### config.mk
export PLATFORM = sky130hd
export DESIGN_NAME = fetch_sequencer_flat
export DESIGN_NICKNAME = d
export VERILOG_FILES = /design/src/rtl/fetch_pkg.sv /design/src/rtl/fetch_sequencer_if.sv /design/src/rtl/fetch_fifo.sv /design/src/rtl/fetch_sequencer.sv /design/src/flat_wrapper.sv
export SDC_FILE = /design/constraint.sdc
export NUM_CORES = 1
export LEC_CHECK = 0
export CORE_MARGIN = 2
export CORE_UTILIZATION = 39
export CTS_BUF_LIST = sky130_fd_sc_hd__clkbuf_4
export DETAILED_ROUTE_END_ITERATION = 10
export PLACE_DENSITY = 0.7
export SKIP_CTS_REPAIR_TIMING = 1
export SYNTH_ARGS = -nofsm -noshare
export SYNTH_HDL_FRONTEND = slang
export SYNTH_SLANG_ARGS = --single-unit
### constraint.sdc
create_clock -name clk -period 2.8 [get_ports clk]
set_input_delay 0.56 -clock clk [delete_from_list [all_inputs] [get_ports clk]]
set_output_delay 0.56 -clock clk [all_outputs]
set_load 0.05 [all_outputs]
### src/rtl/fetch_pkg.sv
// Shared definitions for the instruction fetch sequencer: FSM encoding and
// default fetch stride / reset vector.
package fetch_pkg;

  typedef enum logic [1:0] {
    IDLE      = 2'd0,
    ISSUE     = 2'd1,
    WAIT_BUSY = 2'd2,
    WAIT_DONE = 2'd3
  } fetch_state_e;

  localparam int unsigned DEF_INSTR_BYTES  = 32'd4;
  localparam logic [31:0] DEF_RESET_VECTOR = 32'h0000_0000;

endpackage

### src/rtl/fetch_sequencer_if.sv
// Bundle of opcode-buffer, redirect and decode-side handshake signals.
// The sequencer is the master; the opcode buffer plus decode form the slave side.
interface fetch_sequencer_if #(
  parameter int ADDRESS_WIDTH = 32,
  parameter int WORD_WIDTH    = 32,
  parameter int DEPTH         = 4
);
  localparam int CW = $clog2(DEPTH) + 1;

  logic [ADDRESS_WIDTH-1:0] ip;
  logic                     startLoading;
  logic                     loadBusy;
  logic [WORD_WIDTH-1:0]    opcode;
  logic                     redirect;
  logic [ADDRESS_WIDTH-1:0] redirectTarget;
  logic                     outValid;
  logic                     outReady;
  logic [WORD_WIDTH-1:0]    outOpcode;
  logic [ADDRESS_WIDTH-1:0] outAddress;
  logic [CW-1:0]            count;

  modport master (
    output ip, startLoading, outValid, outOpcode, outAddress, count,
    input  loadBusy, opcode, redirect, redirectTarget, outReady
  );

  modport slave (
    input  ip, startLoading, outValid, outOpcode, outAddress, count,
    output loadBusy, opcode, redirect, redirectTarget, outReady
  );

endinterface

### src/rtl/fetch_fifo.sv
// Synchronous FIFO holding {opcode, address} fetch entries.
// Flush has priority over push and pop.
module fetch_fifo #(
  parameter int WIDTH = 64,
  parameter int DEPTH = 4
) (
  input  logic                   clk,
  input  logic                   reset,
  input  logic                   push,
  input  logic                   pop,
  input  logic                   flush,
  input  logic [WIDTH-1:0]       wdata,
  output logic [WIDTH-1:0]       rdata,
  output logic                   full,
  output logic                   empty,
  output logic [$clog2(DEPTH):0] count
);
  localparam int AW = $clog2(DEPTH);
  localparam logic [AW:0] FULL_CNT = (AW+1)'(DEPTH);

  logic [WIDTH-1:0] mem_r [DEPTH];
  logic [AW-1:0]    wr_ptr_r;
  logic [AW-1:0]    rd_ptr_r;
  logic [AW:0]      count_r;
  logic             do_push_s;
  logic             do_pop_s;

  assign do_push_s = push && !full && !flush;
  assign do_pop_s  = pop && !empty && !flush;
  assign full      = (count_r == FULL_CNT);
  assign empty     = (count_r == (AW+1)'(0));
  assign count     = count_r;
  assign rdata     = mem_r[rd_ptr_r];

  // Entry storage; cleared on reset so the head reads zero before the first push
  always_ff @(posedge clk or negedge reset) begin
    if (!reset) begin
      for (int i = 0; i < DEPTH; i++) begin
        mem_r[i] <= {WIDTH{1'b0}};
      end
    end else if (do_push_s) begin
      mem_r[wr_ptr_r] <= wdata;
    end
  end

  // Read/write pointers and occupancy
  always_ff @(posedge clk or negedge reset) begin
    if (!reset) begin
      wr_ptr_r <= AW'(0);
      rd_ptr_r <= AW'(0);
      count_r  <= (AW+1)'(0);
    end else if (flush) begin
      wr_ptr_r <= AW'(0);
      rd_ptr_r <= AW'(0);
      count_r  <= (AW+1)'(0);
    end else begin
      if (do_push_s) wr_ptr_r <= wr_ptr_r + AW'(1);
      if (do_pop_s)  rd_ptr_r <= rd_ptr_r + AW'(1);
      case ({do_push_s, do_pop_s})
        2'b10:   count_r <= count_r + (AW+1)'(1);
        2'b01:   count_r <= count_r - (AW+1)'(1);
        default: count_r <= count_r;
      endcase
    end
  end

endmodule

### src/rtl/fetch_sequencer.sv
// Sequential instruction fetch: one non-overlapped request at a time to the
// opcode buffer, tagged words queued for decode, redirects flush and discard.
module fetch_sequencer
  import fetch_pkg::*;
#(
  parameter int                     ADDRESS_WIDTH = 32,
  parameter int                     WORD_WIDTH    = 32,
  parameter int                     DEPTH         = 4,
  parameter int                     INSTR_BYTES   = DEF_INSTR_BYTES,
  parameter logic [ADDRESS_WIDTH-1:0] RESET_VECTOR = ADDRESS_WIDTH'(DEF_RESET_VECTOR)
) (
  input  logic               clk,
  input  logic               reset,
  fetch_sequencer_if.master  bus
);
  localparam int CW = $clog2(DEPTH) + 1;
  localparam int DW = WORD_WIDTH + ADDRESS_WIDTH;

  fetch_state_e             state_r;
  fetch_state_e             state_next_s;
  logic [ADDRESS_WIDTH-1:0] ip_r;
  logic [ADDRESS_WIDTH-1:0] ip_next_s;
  logic                     discard_r;
  logic                     discard_next_s;
  logic                     push_s;
  logic                     pop_s;
  logic                     flush_s;
  logic                     full_s;
  logic                     empty_s;
  logic [DW-1:0]            head_s;
  logic [CW-1:0]            count_s;

  fetch_fifo #(.WIDTH(DW), .DEPTH(DEPTH)) u_fifo (
    .clk   (clk),
    .reset (reset),
    .push  (push_s),
    .pop   (pop_s),
    .flush (flush_s),
    .wdata ({bus.opcode, ip_r}),
    .rdata (head_s),
    .full  (full_s),
    .empty (empty_s),
    .count (count_s)
  );

  assign pop_s            = !empty_s && bus.outReady && !bus.redirect;
  assign bus.ip           = ip_r;
  assign bus.startLoading = (state_r == ISSUE);
  assign bus.outValid     = !empty_s;
  assign bus.outOpcode    = head_s[DW-1:ADDRESS_WIDTH];
  assign bus.outAddress   = head_s[ADDRESS_WIDTH-1:0];
  assign bus.count        = count_s;

  // FSM state, fetch pointer and discard flag
  always_ff @(posedge clk or negedge reset) begin
    if (!reset) begin
      state_r   <= IDLE;
      ip_r      <= RESET_VECTOR;
      discard_r <= 1'b0;
    end else begin
      state_r   <= state_next_s;
      ip_r      <= ip_next_s;
      discard_r <= discard_next_s;
    end
  end

  // Next-state, capture and redirect handling
  always_comb begin
    state_next_s   = state_r;
    ip_next_s      = ip_r;
    discard_next_s = discard_r;
    push_s         = 1'b0;
    flush_s        = 1'b0;
    // Issuing only when not full reserves a slot for the single in-flight word.
    case (state_r)
      IDLE: begin
        if (!full_s && !bus.loadBusy) state_next_s = ISSUE;
        else                          state_next_s = IDLE;
      end
      ISSUE: state_next_s = WAIT_BUSY;
      WAIT_BUSY: begin
        if (bus.loadBusy) state_next_s = WAIT_DONE;
        else              state_next_s = WAIT_BUSY;
      end
      WAIT_DONE: begin
        if (!bus.loadBusy) begin
          state_next_s = IDLE;
          if (discard_r) begin
            discard_next_s = 1'b0;
          end else begin
            push_s    = 1'b1;
            ip_next_s = ip_r + ADDRESS_WIDTH'(INSTR_BYTES);
          end
        end else begin
          state_next_s = WAIT_DONE;
        end
      end
      default: state_next_s = IDLE;
    endcase
    // A redirect outranks any capture; a request the buffer already took is marked for discard.
    if (bus.redirect) begin
      flush_s   = 1'b1;
      push_s    = 1'b0;
      ip_next_s = bus.redirectTarget;
      case (state_r)
        IDLE: begin
          state_next_s   = IDLE;
          discard_next_s = 1'b0;
        end
        ISSUE: begin
          state_next_s   = WAIT_BUSY;
          discard_next_s = 1'b1;
        end
        WAIT_BUSY, WAIT_DONE: begin
          state_next_s   = state_r;
          discard_next_s = 1'b1;
        end
        default: begin
          state_next_s   = IDLE;
          discard_next_s = 1'b0;
        end
      endcase
    end else begin
      flush_s = 1'b0;
    end
  end

endmodule

### src/flat_wrapper.sv
// flat-port wrapper written by rule: the top's interface ports become plain ports
module fetch_sequencer_flat import fetch_pkg::*;
#(
  parameter int                     ADDRESS_WIDTH = 32,
  parameter int                     WORD_WIDTH    = 32,
  parameter int                     DEPTH         = 4,
  parameter int                     INSTR_BYTES   = DEF_INSTR_BYTES,
  parameter logic [ADDRESS_WIDTH-1:0] RESET_VECTOR = ADDRESS_WIDTH'(DEF_RESET_VECTOR)
)
  (clk, reset, bus_ip, bus_startLoading, bus_outValid, bus_outOpcode, bus_outAddress, bus_count, bus_loadBusy, bus_opcode, bus_redirect, bus_redirectTarget, bus_outReady);
  fetch_sequencer_if #(.ADDRESS_WIDTH(ADDRESS_WIDTH), .WORD_WIDTH(WORD_WIDTH), .DEPTH(DEPTH)) bus_i ();
  input  logic clk;
  input  logic reset;
  output wire logic [$bits(bus_i.ip)-1:0] bus_ip;
  output wire logic [$bits(bus_i.startLoading)-1:0] bus_startLoading;
  output wire logic [$bits(bus_i.outValid)-1:0] bus_outValid;
  output wire logic [$bits(bus_i.outOpcode)-1:0] bus_outOpcode;
  output wire logic [$bits(bus_i.outAddress)-1:0] bus_outAddress;
  output wire logic [$bits(bus_i.count)-1:0] bus_count;
  input wire logic [$bits(bus_i.loadBusy)-1:0] bus_loadBusy;
  input wire logic [$bits(bus_i.opcode)-1:0] bus_opcode;
  input wire logic [$bits(bus_i.redirect)-1:0] bus_redirect;
  input wire logic [$bits(bus_i.redirectTarget)-1:0] bus_redirectTarget;
  input wire logic [$bits(bus_i.outReady)-1:0] bus_outReady;
  assign bus_ip = bus_i.ip;
  assign bus_startLoading = bus_i.startLoading;
  assign bus_outValid = bus_i.outValid;
  assign bus_outOpcode = bus_i.outOpcode;
  assign bus_outAddress = bus_i.outAddress;
  assign bus_count = bus_i.count;
  assign bus_i.loadBusy = bus_loadBusy;
  assign bus_i.opcode = bus_opcode;
  assign bus_i.redirect = bus_redirect;
  assign bus_i.redirectTarget = bus_redirectTarget;
  assign bus_i.outReady = bus_outReady;
  fetch_sequencer #(.ADDRESS_WIDTH(ADDRESS_WIDTH), .WORD_WIDTH(WORD_WIDTH), .DEPTH(DEPTH), .INSTR_BYTES(INSTR_BYTES), .RESET_VECTOR(RESET_VECTOR)) u_core (.clk(clk), .reset(reset), .bus(bus_i));
endmodule
After elaboration in Yosys (flattened, before gate mapping)
Cells that the tools add are included.
W data, S select, Z words.
{"block": "op_classes", "magnitude_cmp": 3, "bitwise_logic": 2, "mux": 31, "reduce_logical": 23, "addsub": 5, "eq_ne": 9}
{"operator": "$bwmux W256", "count": 1}
{"operator": "$mux W64", "count": 3}
{"operator": "$bmux W64 S2", "count": 1}
{"operator": "$demux W64 S2", "count": 1}
{"operator": "$mux W32", "count": 4}
{"operator": "$add A32 B3 Y32 const B", "count": 1}
{"operator": "$mux W2", "count": 6}
{"operator": "$mux W1", "count": 10}
{"operator": "$logic_and A1 B1 Y1", "count": 8}
{"operator": "$pmux W2 S4", "count": 1}
{"operator": "$eq A2 B2 Y1 const B", "count": 3}
{"operator": "$ge A3 B3 Y1 const B", "count": 2}
{"operator": "$not A2 Y3", "count": 2}
{"operator": "$pmux W3 S2", "count": 1}
{"operator": "$reduce_bool A2 Y1", "count": 3}
{"operator": "$logic_not A1 Y1", "count": 5}
{"operator": "$add A2 B1 Y2 const B", "count": 2}
{"operator": "$eq A2 B1 Y1 const B", "count": 2}
{"operator": "$ne A2 B2 Y1 const B", "count": 2}
{"operator": "$pmux W2 S2", "count": 1}
{"operator": "$add A3 B1 Y3 const B", "count": 1}
{"operator": "$eq A3 B3 Y1 const B", "count": 1}
{"operator": "$logic_not A3 Y1", "count": 1}
{"operator": "$lt A3 B1 Y1 const B", "count": 1}
{"operator": "other kinds (10)", "count": 10}
{"block": "totals", "register_bits": 298, "in_bits": 69, "output_inout_bits": 101, "word_cells": 83}

Logic depth before layout (Yosys ltp)
Gate-level depths: netlist (run 1).
{"block": "logic_depth", "word_depth": 9, "depth_mapped": 10, "mapped_depth_nobuf": 9}

By module
From an unflattened synthesis (run 1), not the netlist that was laid out.
{"block": "unflattened", "hier_cells": 916, "area_unflattened_um2": 13665.6}
{"mod": "fetch_fifo", "seq_area_each_um2": 6581.3, "area_each_um2": 11631.2, "cells_per_inst": 683, "n_inst": 1}
{"mod": "fetch_sequencer", "seq_area_each_um2": 875.8, "area_each_um2": 2034.5, "cells_per_inst": 233, "n_inst": 1}

Worst setup path before layout (run 1)
OpenSTA, ideal clock, no wires.
{"block": "synth_path", "path_type": "in2reg", "from": "input bus_redirect", "to": "register u_core.u_fifo.count_r[2] (netlist: u_core.u_fifo.count[2])", "path_stages": 9, "setup_time_ns": 0.078, "setup_slack_ns": -0.042, "path_buffers": 1, "t_arrival_ns": 2.764, "t_required_ns": 2.722, "cell_sequence": "or4_1 > buf_2 > a21oi_4 > inv_1 > ha_1 > fa_1 > xnor2_1 > or3_1 > a21oi_1"}
{"block": "synth_between", "elab_chain_cells": 7, "elab_cells_between_ends": 14, "classes_between": "eq/ne: 2; mux: 4; reduce/logical: 8"}
{"element": "start, declared", "line_no": "flat_wrapper.sv:22", "rtl": "input wire logic [$bits(bus_i.redirect)-1:0] bus_redirect;"}
{"element": "$logic_not A1 Y1", "line_no": "fetch_sequencer.sv:46", "rtl": "assign pop_s = !empty_s && bus.outReady && !bus.redirect;"}
{"element": "$logic_and A1 B1 Y1", "line_no": "fetch_sequencer.sv:46"}
{"element": "$logic_and A1 B1 Y1 (2 in a row)", "line_no": "fetch_fifo.sv:29", "rtl": "assign do_pop_s = pop && !empty && !flush;"}
{"element": "$eq A2 B1 Y1 / $eq A2 B2 Y1 (equally long branches)", "line_no": "fetch_fifo.sv:59", "rtl": "case ({do_push_s, do_pop_s})"}
{"element": "$pmux W3 S2", "line_no": "fetch_fifo.sv:59"}
{"element": "$mux W3", "line_no": "fetch_fifo.sv:52", "rtl": "end else if (flush) begin"}
{"element": "end signal, assigned", "line_no": "fetch_fifo.sv:51", "rtl": "count_r <= (AW+1)'(0);"}
{"element": "end signal, assigned", "line_no": "fetch_fifo.sv:60", "rtl": "2'b10: count_r <= count_r + (AW+1)'(1);"}
{"element": "end signal, assigned", "line_no": "fetch_fifo.sv:61", "rtl": "2'b01: count_r <= count_r - (AW+1)'(1);"}
{"element": "end, declared", "line_no": "fetch_fifo.sv:24", "rtl": "logic [AW:0] count_r;"}
Several ways; a longest one is shown, not always the timed one.
A chain may end at the register's enable or synchronous reset.

Final worst setup path (run 1)
{"block": "layout_path", "from": "register u_core.u_fifo.rd_ptr_r[0]", "to": "output bus_outOpcode[29]"}
{"block": "layout_between", "elab_chain_cells": 4}
{"element": "start, declared", "line_no": "fetch_fifo.sv:23", "rtl": "logic [AW-1:0] rd_ptr_r;"}
{"element": "start signal, assigned", "line_no": "fetch_fifo.sv:58", "rtl": "if (do_pop_s) rd_ptr_r <= rd_ptr_r + AW'(1);"}
{"element": "$not A2 Y3 (not written as such)", "line_no": "fetch_fifo.sv:33", "rtl": "assign rdata = mem_r[rd_ptr_r];"}
{"element": "$bmux W64 S2", "line_no": "fetch_fifo.sv:33"}
{"element": "$mux W64 (not written as such) (2 in a row)", "line_no": "fetch_fifo.sv:33"}
{"element": "end, declared", "line_no": "flat_wrapper.sv:17", "rtl": "output wire logic [$bits(bus_i.outOpcode)-1:0] bus_outOpcode;"}
Every way passes these cells. The select of a mux whose other input is x is not followed.

==> key figures, run 1 <==
Synthesis
  • Synth Net Count: around 970
  • YS warnings: 0
  • Synthesized flop and latch total: roughly 300
  • Cell Area, Synth: 0.0134 sq mm
  • Area share of the largest cell type after synthesis: 55.7%
  • Post-synthesis cell count: roughly 900
  • Mean Syn Cell Area: 14.9 sq um
  • Sequential-to-total area share from yosys stat: 55.7%
  • Netlist cell types: 40
  • Synth area leader: dfrtp_1
  • Synth area leaders: dfrtp_1 56%, mux2_2 18%, mux4_2 11%, mux2_1 3.9%, nand2_1 1.2%

Run status
  • Status: finished, final reports clean

STA
  • Slew @ Worst Pin: 0.607 ns
  • Min Tclk post-route: 2.79 ns
  • Final TNS setup: 0 ns
  • Final hold violations: 0
  • Max Clock Skew: between 0.03 and 0.04 ns
  • Slew Limit Fails: 0
  • Crit share post-route: 99.5%
  • Max Clk Rate: 359 MHz
  • RSZ-0062 raised after global routing: true
  • Final Setup Violations: 0
  • Rel. slew slack: around three fifths

Detailed routing
  • Vias/cell: 5.18
  • Initial DRC Count: 440
  • DRT Wirelength: 31600 microns
  • Avg WL per Cell: around 19 microns
  • Via count: 8506
  • Residual DRC: 0
  • Post-DRT Antenna Nets: 0
  • DRT Pass-1 Iters: 4

CTS
  • Root Driver: clkbuf_4
  • Clk sinks: 298
  • Worst skew pair latency: ~0.72 ns
  • H-Tree Level Count: 3
  • Deepest clock path buffer count: 3
  • Worst-path clk slew: 0.06 ns
  • CTS tree: built
  • Num CTS Buffers: 84

Worst setup path
  • Crit path launch type: flop
  • Worst path slowest cell: mux4_2
  • Kind of critical path: flop to output port
  • CP arrival: 2.23 ns
  • Critical Path End Type: output port
  • Crit path largest cell delay: 0.54 ns
  • Critical Path, Cell by Cell: buf_12 > buf_16 > mux4_2 > buf_6
  • Worst Path Max Fanout: 7
  • WP data required: 2.24 ns

Hold path
  • Hold WC Path Type: input pin to async pin

GRT
  • First-pass GRT wire length: 50300 microns
  • Vias in the first global route: ~9k
  • Initial antenna violation count: 2
  • Largest net degree at the start of global routing: 81
  • All-Layer GR Usage: 18.0%
  • Gr ovfl total: 0

Cells and area
  • Share of layout cells above drive strength 1: between 40% and 50%
  • Finished Cell Area: roughly 0.017 sq mm
  • Final nets: roughly 1.2k
  • Synth-to-layout area growth: 30.0%
  • Fill count: 2917
  • Most frequent cells in the layout: 296 x dfrtp_1, 213 x mux2_2, 124 x clkbuf_4
  • Most common cell after layout, fill and taps aside: dfrtp_1
  • Final core utilization: 51.6%

Placement
  • Area after DPL: 0.0159 sq mm
  • RD Place Congestion: 0.732
  • Buffers on Ports: approximately 170
  • Dpl hpwl: 20100 microns

Floorplanning
  • Ports: 170
  • Die Y: 189 microns
  • Die area: 0.0358 sq mm
  • Die W: 189 microns
  • Initial core utilization: between 30% and 40%
  • Core box area: 0.0337 sq mm
  • Number of core rows: 67

Power and ir drop
  • Worst vdd ir: 0.722 mV
  • Leakage: 8.28 nW
  • P per Cell Area: 846 mW/mm^2

Job
  • Max Cap Viol: 0
worst max-delay path: cells and delay by family, from the launching register on:
| kind | cells | cell delay (ns) |
|---|---|---|
| buf+inv | 3 | 0.48 |
| mux | 1 | 0.54 |
| flops | 1 | 0.49 |
per-layer routing:
| layer | global-route usage [%] | part of all wire, % | routed length (microns) |
|---|---|---|---|
| met5 | 0 | 0 | 0 |
| met4 | 6.53 | 2.0 | 618 |
| met3 | 5.28 | 5.3 | 1690 |
| met2 | 29.1 | 49 | 15600 |
| met1 | 23.0 | 43 | 13700 |
where the power goes:
| part | internal, mW | total [mW] | switching [mW] |
|---|---|---|---|
| logic | 2.40 | 5.31 | 2.91 |
| clock network | 2.19 | 3.94 | 1.75 |
| registers | 5.02 | 5.47 | 0.449 |
| total | 9.61 | 14.7 | 5.10 |
state kept, by name, indices dropped and copies added (netlist names):
register and flops:
u_core.u_fifo.wr_ptr_r 2, u_core.u_fifo.rd_ptr_r 2, u_core.u_fifo.mem_r 256, u_core.bus.ip 32, u_core.u_fifo.count 3, u_core.discard_r 1, u_core.state_r 2
cell families after synthesis:
| kind of cell | count (synthesis) | share of synthesized area (%) |
|---|---|---|
| multiplexers | 325 | 32.7 |
| flip-flops | 298 | 55.7 |
| AND/OR/NAND/NOR | 122 | 4.79 |
| buffers and inverters | 70 | 2.20 |
| AO/OA/AOI/OAI | 46 | 2.07 |
| XOR/XNOR | 28 | 1.83 |
| adder cells (fa/ha/maj) | 7 | 0.710 |
cell type report:
class                   count  area (sq um)  area share (%)
inverters                   6          22.5           0.129
flip-flops and latches    298          7460            42.9
multi-input cells         528          5640            32.4
clock buffers             124           931            5.35
diodes                      2          5.00          0.0288
clock inverters            19           125           0.719
well taps                 448           561            3.22
repair buffers            218          2650            15.2
synthesized netlist by cell type (all sizes together):
| master | n |
|---|---|
| nor4 | 5 |
| and4 | 4 |
| o21ai | 31 |
| nand4bb | 1 |
| nand3 | 7 |
| a221oi | 1 |
| dfrtp | 298 |
| mux2 | 259 |
| or4 | 2 |
| a221o | 3 |
| inv | 6 |
| a31o | 1 |
| and2 | 3 |
| nand2 | 46 |
| nor2 | 16 |
| ha | 6 |
| xor2 | 11 |
| o31ai | 1 |
| buf | 35 |
| nor3 | 15 |
| nand4 | 11 |
| fa | 1 |
| mux2i | 2 |
| a22o | 1 |
| or3b | 1 |
| mux4 | 64 |
| xnor2 | 17 |
| nor4bb | 1 |
| a21o | 2 |
| nor2b | 1 |
| clkbuf | 29 |
| and3 | 6 |
| a21oi | 5 |
| or3 | 3 |
| a31oi | 1 |
worst paths after layout:
kind	start	to	slack [ns]	cells after the start
worst min register to register	u_core.u_fifo.mem_r[73]	u_core.u_fifo.mem_r[73]	0.49	1
worst max-delay path	u_core.u_fifo.rd_ptr_r[0]	bus_outOpcode[29]	0.01	4
max in group asynchronous	reset	u_core.u_fifo.mem_r[45]	1.63	3
min in group clk	bus_redirectTarget[11]	u_core.bus.ip[11]	0.41	3
worst max register to register	u_core.state_r[1]	u_core.u_fifo.count[2]	0.33	9
worst min-delay path	reset	u_core.u_fifo.mem_r[200]	0.37	2
through the flow:
| stage | std cells | worst slack, ns | power (mW) | hold slack [ns] |
|---|---|---|---|---|
| 4_1_cts | 1628 | -0.307 | 14.7 | -0.316 |
| 2_1_floorplan | 896 | 0.0214 | 8.68 | 0.264 |
| 6_report | 1643 | 0.0135 | 14.7 | 0.367 |
| 3_3_place_gp | 1485 | -0.228 | 10.5 | 0.468 |
| 5_1_grt | 1643 | -0.126 | 15.5 | 0.321 |
| 3_5_place_dp | 1485 | -0.217 | 10.6 | 0.477 |
Power figures use the tool's default switching activity.
==> run 2: changes to the inputs <==
--- a/config.mk
+++ b/config.mk
@@ -5,6 +5,7 @@
 export SDC_FILE = /design/constraint.sdc
 export NUM_CORES = 1
 export LEC_CHECK = 0
+export CORE_ASPECT_RATIO = 0.9
 export CORE_MARGIN = 2
 export CORE_UTILIZATION = 39
 export CTS_BUF_LIST = sky130_fd_sc_hd__clkbuf_4
==> run 2 against run 1 <==
  * Total power shrank 5.4%
  * Non-clock buffer count grew 2
  * Largest cell class unchanged
  * Cell area shrank 2.4%
  * Sequential share of layout area grew 1.0 points
  * Register-to-register slack lost 0.03 ns
  * Wire length grew 1.1%
  * Worst setup slack gained 0.015 ns
  * Clock skew shrank 0.0029 ns
  * Via count shrank 1.2%
  * Critical endpoint is now bus_outAddress[10]
  * Worst hold slack gained 0.064 ns
  * Combinational power shrank 7.9%
  * Fmax grew 0.55%
==> key figures, run 2 (same netlist as run 1, synthesis figures left out) <==
Worst setup path
  • Cells on worst reg2reg path: 9
  • CP delay by family, top: multiplexers
  • Reg2reg start: u_core.state_r[1]
  • Crit path launch type: flop
  • Crit path largest cell delay: roughly 0.55 ns
  • Kind of critical path: flop to output port
  • Worst path slowest cell: mux4_2
  • WP data required: around 2.2 ns
  • Crit path depth: 4
  • CP endpoint: bus_outAddress[10]
  • R2R setup slack: 0.30 ns
  • CP arrival: 2.21 ns
  • RR Endpoint: u_core.u_fifo.count[2]
  • Critical Path, Cell by Cell: buf_12 > clkbuf_16 > mux4_2 > buf_6
  • Worst Setup SP: u_core.u_fifo.rd_ptr_r[0]
  • Critical Path End Type: output port
  • Worst Path Max Fanout: 9
  • Buf/Inv on CP: 3

Floorplanning
  • Core box area: roughly 0.034 sq mm
  • Die area: 0.0358 sq mm
  • Initial core utilization: 39.5%
  • Ports: 170
  • Die W: 199 microns
  • Number of core rows: 64
  • Die Y: 180 microns

STA
  • RSZ-0062 raised after global routing: true
  • Slew Limit Fails: 0
  • Final hold slack: 0.431 ns
  • Slew @ Worst Pin: 0.731 ns
  • Crit share post-route: just under 100%
  • Min Tclk post-route: between 2 and 3 ns
  • Final hold violations: 0
  • Rel. slew slack: 51.3%
  • Max Clk Rate: 361 MHz
  • Max Clock Skew: around 0.036 ns
  • Final Setup Violations: 0

Cells and area
  • Register with the most flip-flops: u_core.u_fifo.mem_r
  • Final nets: 1209
  • Synth-to-layout area growth: 26.9%
  • Share of layout cells above drive strength 1: 44.1%
  • Max reg flops: 256
  • Most frequent cells in the layout: 296 x dfrtp_1, 213 x mux2_2, 108 x clkbuf_4
  • Fill count: just under 3k
  • Most common cell after layout, fill and taps aside: dfrtp_1

Power and ir drop
  • P per Cell Area: 820 mW/mm^2
  • Worst vdd ir: between 0.5 and 0.6 mV
  • Power, Total: approximately 14 mW
  • Leakage: 7.97 nW

GRT
  • Vias in the first global route: roughly 9.0k
  • Initial antenna violation count: 1
  • Gr ovfl total: 0
  • Largest net degree at the start of global routing: 91
  • First-pass GRT wire length: 50600 microns
  • All-Layer GR Usage: between 10% and 20%

Job
  • Max Cap Viol: 0

Placement
  • RD Place Congestion: 0.772
  • Dpl hpwl: roughly 20000 microns
  • Buffers on Ports: 169

Detailed routing
  • Initial DRC Count: 365
  • Post-DRT Antenna Nets: 0
  • DRT Wirelength: 31900 microns
  • Via count: 8401
  • Vias/cell: slightly above 5
  • Residual DRC: 0
  • DRT Pass-1 Iters: 6
  • Avg WL per Cell: 19.4 microns

CTS
  • Clk sinks: 298
  • Worst-path clk slew: roughly 0.07 ns
  • CTS tree: built
  • Num CTS Buffers: 79
  • Worst skew pair latency: roughly 0.68 ns
  • Root Driver: clkbuf_4
  • H-Tree Level Count: 3
  • Deepest clock path buffer count: 3

Hold path
  • Hold Startpoint: bus_redirectTarget[3]
  • Hold WC Path Type: input pin to flop
  • WHS Path Cells: 3

Run status
  • Status: finished, final reports clean
[run 2: changes by cell type in the layout (fill, tap and decap cells not counted), sizes merged]
cell | previous run | this run
clkbuf | 127 | 110
clkinv | 14 | 16
bufinv | 2 | 1
buf | 111 | 114
clkdlybuf4s50 | 84 | 95
dlymetal6s2s | 19 | 8
[run 2: layout make-up]
class	count	area (sq um)	share of cell area [%]
multi-input cells	528	5650	33.2
repair buffers	220	2350	13.9
clock buffers	108	811	4.77
diodes	2	5.00	0.0295
well taps	462	578	3.40
flip-flops and latches	298	7460	43.9
inverters	6	22.5	0.133
clock inverters	20	104	0.611
[run 2: worst min path at each step]
| stage | endpoint | slack, ns |
|---|---|---|
| floorplan | u_core.bus.ip[0] | 0.26 |
| global placement | u_core.u_fifo.mem_r[5] | 0.47 |
| detailed placement | u_core.u_fifo.mem_r[81] | 0.48 |
| CTS | u_core.bus.ip[21] | -0.13 |
| global route | u_core.bus.ip[5] | 0.39 |
| finish | u_core.bus.ip[3] | 0.43 |
[run 2: metrics by stage]
stage          TNS [ns]  cell area (sq um)  setup WS, ns  std cells  util [%]
2_1_floorplan         0              13400        0.0214        896         -
3_3_place_gp     -0.149              15700        -0.149       1502      46.5
3_5_place_dp     -0.184              15700        -0.169       1502      46.5
4_1_cts          -12.29              16700        -0.261       1630      49.2
5_1_grt          -0.878              17000       -0.0726       1644      50.1
6_report              0              17000        0.0286       1644      50.1
[run 2: power breakdown]
part / internal (mW) / switching (mW) / leakage (nW)
combinational: 2.05 / 2.85 / 3.47
sequential: 5.02 / 0.439 / 3.95
clock: 1.86 / 1.72 / 0.554
[run 2: worst min-delay path: cells and delay by family]
kind / cells / cell delay [ns]
compound gates: 1 / 0.07
buf+inv: 1 / 0.39
simple gates: 1 / 0.06
[run 2: per-layer routing]
layer | GRT usage, % | wire, microns | vias to the layer above
li1 | - | - | 3823
met1 | 26.0 | 14700 | 4364
met2 | 27.9 | 15200 | 179
met3 | 4.60 | 1600 | 35
met4 | 5.52 | 478 | 0
met5 | 0 | 0 | -
==> run 3: changes to the inputs <==
--- a/config.mk
+++ b/config.mk
@@ -10,7 +10,7 @@
 export CORE_UTILIZATION = 39
 export CTS_BUF_LIST = sky130_fd_sc_hd__clkbuf_4
 export DETAILED_ROUTE_END_ITERATION = 10
-export PLACE_DENSITY = 0.7
+export PLACE_DENSITY = 0.68
 export SKIP_CTS_REPAIR_TIMING = 1
 export SYNTH_ARGS = -nofsm -noshare
 export SYNTH_HDL_FRONTEND = slang
==> constraint.sdc (replaced) <==
create_clock -name clk -period 2.79 [get_ports clk]
set_input_delay 0.558 -clock clk [delete_from_list [all_inputs] [get_ports clk]]
set_output_delay 0.558 -clock clk [all_outputs]
set_load 0.05 [all_outputs]
==> run 3 against run 2 <==
  * First-iteration DRC count fell by 7.4%
  * Via count rose by 1.0%
  * Clock power rose by 5%
  * Clock skew rose by 0.026 ns
  * Non-clock buffer count fell by 9
  * Critical path depth did not move
  * Flip-flop and latch count did not move
  * Combinational power rose by 4%
  * Final cell count fell by 0.24%
  * Largest cell class unchanged
==> key figures, run 3 (same netlist as run 1, synthesis figures left out) <==
Power and ir drop
  • Comb power frac: 35.4%
  • Clk pwr share: 26.3%
  • P per Cell Area: ~840 mW/mm^2
  • Leakage: 8.03 nW
  • Switching share of power: 36.2%
  • P_sw: 5.18 mW
  • Share of power burned in registers: a little under two fifths
  • Worst vdd ir: 0.530 mV
  • Pint: between 9 and 10 mW

STA
  • Max Clk Rate: 362 MHz
  • Fin worst setup slack: 0.0246 ns
  • Final Setup Violations: 0
  • Slew Limit Fails: 0
  • RSZ-0062 raised after global routing: true
  • Final hold violations: 0
  • Crit share post-route: 99.1%
  • Max Clock Skew: 0.0624 ns
  • Rel. slew slack: between 50% and 60%
  • Slew @ Worst Pin: 0.681 ns
  • Min Tclk post-route: 2.77 ns

CTS
  • H-Tree Level Count: 3
  • Deepest clock path buffer count: 3
  • Root Driver: clkbuf_4
  • Worst-path clk slew: approximately 0.060 ns
  • CTS tree: built
  • Num CTS Buffers: just over 80
  • Worst skew pair latency: between 0.7 and 0.8 ns
  • Clk sinks: 298

Detailed routing
  • Initial DRC Count: 338
  • Post-DRT Antenna Nets: 0
  • DRT Wirelength: 32700 microns
  • Via count: 8485
  • Residual DRC: 0
  • Avg WL per Cell: 19.9 microns
  • DRT Pass-1 Iters: 4
  • Vias/cell: 5.17

Floorplanning
  • Initial core utilization: 39.5%
  • Die W: between 150 and 200 microns
  • Die area: 0.0358 sq mm
  • Number of core rows: 64
  • Die Y: 180 microns
  • Core box area: 0.0339 sq mm
  • Ports: 170

GRT
  • Largest net degree at the start of global routing: 70
  • Gr ovfl total: 0
  • Vias in the first global route: 9153
  • Initial antenna violation count: 3
  • First-pass GRT wire length: slightly above 50000 microns
  • All-Layer GR Usage: a little under a fifth

Placement
  • Dpl hpwl: roughly 20000 microns
  • RD Place Congestion: 0.778
  • Worst slack, placed: -0.163 ns
  • Buffers on Ports: 169

Cells and area
  • Synth-to-layout area growth: 27.9%
  • Fill count: 2921
  • Final nets: between 1k and 1.5k
  • Share of layout cells above drive strength 1: 43.7%
  • Most common cell after layout, fill and taps aside: dfrtp_1
  • Final core utilization: 50.6%
  • Most frequent cells in the layout: 296 x dfrtp_1, 213 x mux2_2, 105 x clkbuf_4
  • Max reg flops: 256
  • Register with the most flip-flops: u_core.u_fifo.mem_r

Job
  • Max Cap Viol: 0

Worst setup path
  • Kind of critical path: flop to output port
  • Worst path slowest cell: mux4_2
  • Critical Path, Cell by Cell: buf_12 > clkbuf_16 > mux4_2 > buf_6
  • WP data required: around 2.2 ns
  • Crit path launch type: flop
  • Worst Path Max Fanout: 5
  • Crit path largest cell delay: 0.52 ns
  • RR Endpoint: u_core.u_fifo.count[2]
  • CP arrival: 2.21 ns
  • Reg2reg start: u_core.state_r[1]
  • Cells on worst reg2reg path: 9
  • R2R setup slack: 0.31 ns
  • Critical Path End Type: output port

Hold path
  • Hold Path Sink: u_core.u_fifo.count[2]
  • Hold Startpoint: bus_redirect
  • WHS Path Cells: 3
  • Hold WC Path Type: input pin to flop

Run status
  • Status: finished, final reports clean
[run 3: final cells by class]
class | instances | area, sq um | area share (%)
antenna | 3 | 7.51 | 0.0438
tap | 462 | 578 | 3.37
inverter | 6 | 22.5 | 0.131
multi-input combinational | 528 | 5650 | 33.0
sequential | 298 | 7460 | 43.6
clock inverter | 27 | 175 | 1.02
clock buffer | 105 | 788 | 4.60
timing repair buffer | 211 | 2440 | 14.3
[run 3: critical path, delay by kind of cell, from the launching register on]
family,cells,cell delay (ns)
flip-flops,1,0.51
buffers and inverters,3,0.49
multiplexers,1,0.52
[run 3: worst max-delay path by stage]
stage / startpoint / to / slack (ns) / cells after the start
after detailed placement: bus_loadBusy / u_core.u_fifo.count[2] / -0.16 / 9
after global placement: bus_loadBusy / u_core.u_fifo.count[2] / -0.14 / 9
after global routing: u_core.u_fifo.rd_ptr_r[0] / bus_outAddress[25] / -0.09 / 3
after CTS: u_core.u_fifo.count[1] / bus_outValid / -0.24 / 2
after floorplan: bus_redirect / u_core.u_fifo.count[2] / 0.01 / 9
final: u_core.u_fifo.rd_ptr_r[0] / bus_outOpcode[15] / 0.02 / 4
[run 3: power groups by stage]
stage	logic, mW	clock network [mW]	registers [mW]
2_1_floorplan	3.18	0	5.53
3_3_place_gp	4.63	0	5.52
3_5_place_dp	4.69	0	5.55
4_1_cts	4.70	3.91	5.48
5_1_grt	5.33	4.16	5.58
6_report	5.07	3.77	5.48
[run 3: per-stage QoR]
step | hold slack (ns) | std cells | total power, mW | instance area (sq um) | setup TNS [ns]
after floorplan | 0.262 | 896 | 8.71 | 13400 | 0
after global placement | 0.469 | 1495 | 10.2 | 15700 | -0.170
after detailed placement | 0.477 | 1495 | 10.2 | 15700 | -0.257
after CTS | -0.297 | 1627 | 14.1 | 16600 | -6.41
after global routing | 0.225 | 1639 | 15.1 | 17100 | -3.37
final | 0.282 | 1640 | 14.3 | 17100 | 0
[run 3: layer usage]
layer	vias up	track usage [%]	wire length [microns]
met5	-	0	0
met4	0	6.81	741
met3	64	4.62	1620
met2	201	29.1	15400
met1	4404	24.8	14900
li1	3816	-	-
